File: src/rtl/wb_daq_dma_writer.sv
// Single-channel DAQ sample mover. Samples are buffered in a small FIFO and written
// to consecutive Wishbone word addresses as classic single writes, then done pulses.
module wb_daq_dma_writer #(
  parameter int FIFO_DEPTH = 4,
  parameter int AW         = 32,
  parameter int DW         = 32
) (
  input  logic          wb_clk,
  input  logic          wb_rst,
  input  logic          start,
  input  logic [AW-1:0] base_adr,
  input  logic [15:0]   length,
  input  logic [DW-1:0] sample_dat_i,
  input  logic          sample_valid_i,
  output logic          sample_ready_o,
  output logic [AW-1:0] wb_adr_o,
  output logic [DW-1:0] wb_dat_o,
  output logic [3:0]    wb_sel_o,
  output logic          wb_we_o,
  output logic          wb_cyc_o,
  output logic          wb_stb_o,
  output logic [2:0]    wb_cti_o,
  output logic [1:0]    wb_bte_o,
  input  logic [DW-1:0] wb_dat_i,
  input  logic          wb_ack_i,
  input  logic          wb_err_i,
  input  logic          wb_rty_i,
  output logic          busy,
  output logic          done,
  output logic          error,
  output logic [15:0]   words_written
);

  localparam int PW = $clog2(FIFO_DEPTH);

  typedef enum logic [2:0] {IDLE, FETCH, WRITE, DONE, ERR} state_t;

  state_t        state;
  logic [AW-1:0] addr;
  logic [15:0]   remaining;

  logic [DW-1:0] fifo_mem [FIFO_DEPTH];
  logic [PW:0]   wr_ptr;
  logic [PW:0]   rd_ptr;
  logic          fifo_empty;
  logic          fifo_full;
  logic          push;
  logic          pop;
  logic          flush;
  logic          unused_inputs;

  // Pointers carry one extra wrap bit so full and empty are distinguishable.
  assign fifo_empty     = (wr_ptr == rd_ptr);
  assign fifo_full      = (wr_ptr[PW] != rd_ptr[PW]) && (wr_ptr[PW-1:0] == rd_ptr[PW-1:0]);
  assign sample_ready_o = (state != IDLE) && !fifo_full;
  assign push           = sample_valid_i && sample_ready_o;
  assign pop            = (state == WRITE) && wb_ack_i && !wb_err_i;
  assign flush          = (state == IDLE) && start;
  assign unused_inputs  = ^{wb_dat_i, base_adr[1:0]};

  always_ff @(posedge wb_clk) begin
    if (push) fifo_mem[wr_ptr[PW-1:0]] <= sample_dat_i;
  end

  always_ff @(posedge wb_clk) begin
    if (wb_rst || flush) begin
      wr_ptr <= '0;
      rd_ptr <= '0;
    end else begin
      if (push) wr_ptr <= wr_ptr + (PW+1)'(1);
      if (pop)  rd_ptr <= rd_ptr + (PW+1)'(1);
    end
  end

  always_ff @(posedge wb_clk) begin
    if (wb_rst) begin
      state         <= IDLE;
      addr          <= '0;
      remaining     <= '0;
      words_written <= '0;
      busy          <= 1'b0;
      done          <= 1'b0;
      error         <= 1'b0;
      wb_adr_o      <= '0;
      wb_dat_o      <= '0;
      wb_sel_o      <= '0;
      wb_we_o       <= 1'b0;
      wb_cyc_o      <= 1'b0;
      wb_stb_o      <= 1'b0;
      wb_cti_o      <= '0;
      wb_bte_o      <= '0;
    end else begin
      case (state)
        IDLE: begin
          if (start) begin
            addr          <= {base_adr[AW-1:2], 2'b00};
            remaining     <= length;
            words_written <= '0;
            error         <= 1'b0;
            done          <= 1'b0;
            busy          <= 1'b1;
            state         <= (length == 16'd0) ? DONE : FETCH;
          end
        end
        FETCH: begin
          if (!fifo_empty) begin
            wb_adr_o <= addr;
            wb_dat_o <= fifo_mem[rd_ptr[PW-1:0]];
            wb_sel_o <= 4'hF;
            wb_we_o  <= 1'b1;
            wb_cti_o <= 3'b000;
            wb_bte_o <= 2'b00;
            wb_cyc_o <= 1'b1;
            wb_stb_o <= 1'b1;
            state    <= WRITE;
          end
        end
        WRITE: begin
          // Termination priority is err, then ack, then retry.
          if (wb_err_i) begin
            wb_cyc_o <= 1'b0;
            wb_stb_o <= 1'b0;
            wb_we_o  <= 1'b0;
            wb_sel_o <= '0;
            error    <= 1'b1;
            state    <= ERR;
          end else if (wb_ack_i) begin
            wb_cyc_o      <= 1'b0;
            wb_stb_o      <= 1'b0;
            wb_we_o       <= 1'b0;
            wb_sel_o      <= '0;
            addr          <= addr + AW'(4);
            remaining     <= remaining - 16'd1;
            words_written <= words_written + 16'd1;
            if (remaining == 16'd1) begin
              done  <= 1'b1;
              state <= DONE;
            end else begin
              state <= FETCH;
            end
          end else if (wb_rty_i) begin
            wb_cyc_o <= 1'b0;
            wb_stb_o <= 1'b0;
            wb_we_o  <= 1'b0;
            wb_sel_o <= '0;
            state    <= FETCH;
          end
        end
        DONE: begin
          // A zero-length transfer enters here with done low and raises it one cycle later.
          if (done) begin
            done  <= 1'b0;
            busy  <= 1'b0;
            state <= IDLE;
          end else begin
            done <= 1'b1;
          end
        end
        ERR: begin
          busy  <= 1'b0;
          state <= IDLE;
        end
        default: begin
          busy  <= 1'b0;
          state <= IDLE;
        end
      endcase
    end
  end

endmodule

File: config.mk
export PLATFORM = sky130hd
export DESIGN_NAME = wb_daq_dma_writer
export DESIGN_NICKNAME = d
export VERILOG_FILES = /design/src/rtl/wb_daq_dma_writer.sv
export SDC_FILE = /design/constraint.sdc
export NUM_CORES = 1
export LEC_CHECK = 0
export ABC_AREA = 1
export BUFFER_PORTS_ARGS = -buffer_cell sky130_fd_sc_hd__buf_2
export CORE_MARGIN = 2
export CORE_UTILIZATION = 52
export CTS_BUF_LIST = sky130_fd_sc_hd__clkbuf_4
export CTS_CLUSTER_DIAMETER = 120
export CTS_CLUSTER_SIZE = 24
export DETAILED_ROUTE_END_ITERATION = 10
export HOLD_SLACK_MARGIN = 0.12
export PLACE_DENSITY = 0.78
export SLEW_MARGIN = 20
export SYNTH_ARGS = -nofsm -noshare
export SYNTH_HDL_FRONTEND = slang
export SYNTH_SLANG_ARGS = --single-unit
File: constraint.sdc
create_clock -name wb_clk -period 2.77 [get_ports wb_clk]
set_clock_uncertainty 0.1 [all_clocks]
set_input_delay 0.1385 -clock wb_clk [delete_from_list [all_inputs] [get_ports wb_clk]]
set_output_delay 0.1385 -clock wb_clk [all_outputs]
set_load 0.02 [all_outputs]
==> metrics.csv <==
stage,metric,value,unit
die,ios,215,
die,die_h,155,µm
detailed_routing,wirelength,31.7,mm
sta,slew_headroom,55.9,%
worst_setup_path,path_class,reg2reg,
synthesis,synth_warnings,0,
detailed_routing,dr.pass1.iters,5,
cells_and_area,utilization,64.5,%
synthesis,yosysSeqAreaShare,55.4,%
synthesis,synth_area,11900,µm²
placed_design,dpl.hpwl,19.0,mm
synthesis,ys_ff_latch,265,
detailed_routing,routed.top_layer,met4,
clock_network,cts_root_buf,clkbuf_4,
cells_and_area,stdcell_count,1971,
global_routing,antenna_found_initial,1,
sta,hold_viol,0,
die,die_width,155,µm
detailed_routing,wl_met3,1.96,mm
clock_network,clkLatencyLatePin,680,ps
synthesis,synth_cells,1412,
sta,drv_slew,0,
power_and_ir_drop,ir_drop,0.621,mV
synthesis,synth-edff-count,128,
clock_network,clk_pin_slew,260,ps
sta,max_freq,384,MHz
cells_and_area,fillers,1852,
detailed_routing,drt_iter0_markers,827,
sta,tightest_slew,662,ps
synthesis,synth_top_cell_by_area,edfxtp_1,
clock_network,cts_tree,yes,
sta,min_period,2610,ps
sta,fin_hold_ws,178,ps
sta,fin_crit_sh,94.1,%
sta,rsz0062_at_grt,no,
die,coreArea,22500,µm²
worst_setup_path,cp.required,3290,ps
synthesis,ys.flop_type,dfxtp_1,
worst_setup_path,cp_max_fo,7,
placed_design,dpl_cell_area,13000,µm²
detailed_routing,drc,0,
placed_design,portBuffers,173,
synthesis,synth_async_sr_flop_share,0,%
synthesis,synth_area_leaders,"edfxtp_1 32%, dfxtp_1 23%, nor2_1 9.9%",
cells_and_area,fin_area,14500,µm²
cells_and_area,finalNetCount,1804,
clock_network,cts_htree_levels,1,
clock_network,clock-sinks,265,
synthesis,synth_cell_types,36,
cells_and_area,register_area,6590,µm²
cells_and_area,final_cell_mix,"308 x nor2_1, 239 x nand2_1, 173 x buf_2",
status,status,"complete, no violations",
clock_network,postCtsSetupRepairBufs,0,
cells_and_area,area_growth,22.2,%
cells_and_area,multi_input_area,4640,µm²
die,std_cell_rows,55,
synthesis,synthDominantCellAreaShare,32.3,%
job,drv_cap,0,
global_routing,overflow,0,
power_and_ir_drop,p_leak,5.75,nW
detailed_routing,post_drt_via_cell_ratio,5.48,
die,dieArea,24100,µm²
clock_network,cts_buffer_depth,3,
placed_design,place.gp.congestion,0.913,
sta,finalSetupViolations,0,
detailed_routing,wl_met1,13.2,mm
die,start_util,52.8,%
cells_and_area,final_common_cell,nor2_1,
cells_and_area,drive_above_1_share,14.8,%
global_routing,grt_pass1_vias,10005,
worst_setup_path,crit_arrival,3120,ps
sta,fin_tns_setup,0,ps
power_and_ir_drop,power_density,734,nW/µm²
detailed_routing,num_vias,10805,
global_routing,grt_usage,25.5,%
synthesis,syn_avg_cell_area,8.42,µm²
global_routing,grt_pass1_wl,50.1,mm
detailed_routing,wl_per_cell,16.1,µm
worst_setup_path,worstSetupEndpointType,flop,
detailed_routing,antenna_left,0,
detailed_routing,wl_met2,15.6,mm
clock_network,cts_made_buffers,15,
min_path,hold_path_class,in2reg,
placed_design,dp_cells,1809,
global_routing,grt_max_degree,67,
worst_setup_path,startpoint_type,flop,
==> stage by stage <==
stage	total power, mW	worst slack [ps]
global route	11.3	38.2
CTS	10.6	41.5
finish	10.7	163
floorplan	7.84	-213
global placement	8.75	568
detailed placement	8.83	490
==> layer usage <==
layer | GRT usage, % | up-vias
met5 | 0 | -
met4 | 7.99 | 0
met3 | 3.18 | 58
met2 | 44.7 | 410
met1 | 33.2 | 5064
li1 | - | 5273
==> flip-flops by register name, summed over array words and instances (netlist names) <==
register / count
error: 1
busy: 1
done: 1
wb_adr_o: 30
wr_ptr: 3
remaining: 16
wb_sel_o: 1
fifo_mem: 128
words_written: 16
state: 3
wb_dat_o: 32
addr: 30
rd_ptr: 3
==> synth_stat cells, drive strengths merged, types with 3 or more instances <==
library cell and n:
nor2 318, nand2 244, o21ai 144, dfxtp 137, edfxtp 128, a21oi 97, inv 78, nand3 56
buf 50, clkbuf 35, o32ai 32, nand4 23, nor3 18, ha 9, nand3b 8, or2 7
o211ai 5, o21bai 5, a31oi 4, o22ai 4, xnor2 3, xor2 3
==> timing repair <==
action                                 CTS  global route
setup endpoints to repair                0             7
gates resized for setup                  0             3
endpoints found under the hold margin  260             0
hold buffers                           135             0
==> final cells by class <==
type	instances	share of cell area, %
multi-input combinational	990	31.9
antenna	2	0.0345
clock inverter	3	0.259
clock buffer	22	1.14
timing repair buffer	326	16.8
tap	285	2.46
sequential	265	45.4
inverter	78	2.02
==> report_power, final <==
part | internal (mW) | switching, mW | total, mW
clock network | 0.385 | 1.18 | 1.57
logic | 1.37 | 2.47 | 3.83
registers | 4.77 | 0.487 | 5.25
total | 6.52 | 4.14 | 10.7
==> worst max-delay path, stage by stage, from the launching register on <==
cell and delay (ps):
dfxtp_1 490, ha_1 230, nand2_1 80, nor2_1 220
nand3_1 170, nor2_2 290, nand4_1 140, nand2_1 90
nand2_1 40, dlygate4sd3_1 550, a21oi_1 140
==> path summary, 6_finish.rpt <==
check | slack (ps) | to | start | depth (start not counted)
setup / recovery | 160 | addr[20]$_SDFFE_PP0P_ | addr[3]$_SDFFE_PP0P_ | 10
hold / removal | 180 | fifo_mem[1][31]$_DFFE_PP_ | sample_dat_i[31] | 2
setup reg to reg | 160 | addr[20]$_SDFFE_PP0P_ | addr[3]$_SDFFE_PP0P_ | 10
hold reg to reg | 400 | addr[31]$_SDFFE_PP0P_ | addr[31]$_SDFFE_PP0P_ | 2
==> logic make-up after synthesis <==
logic type / synth area share [%]
flops: 55.4
compound gates: 13.8
other cells: 0.0316
simple gates: 23.3
buf+inv: 6.06
xor+xnor: 0.442
fa+ha+maj: 0.948
No activity file was read; power rests on OpenSTA's default activity.
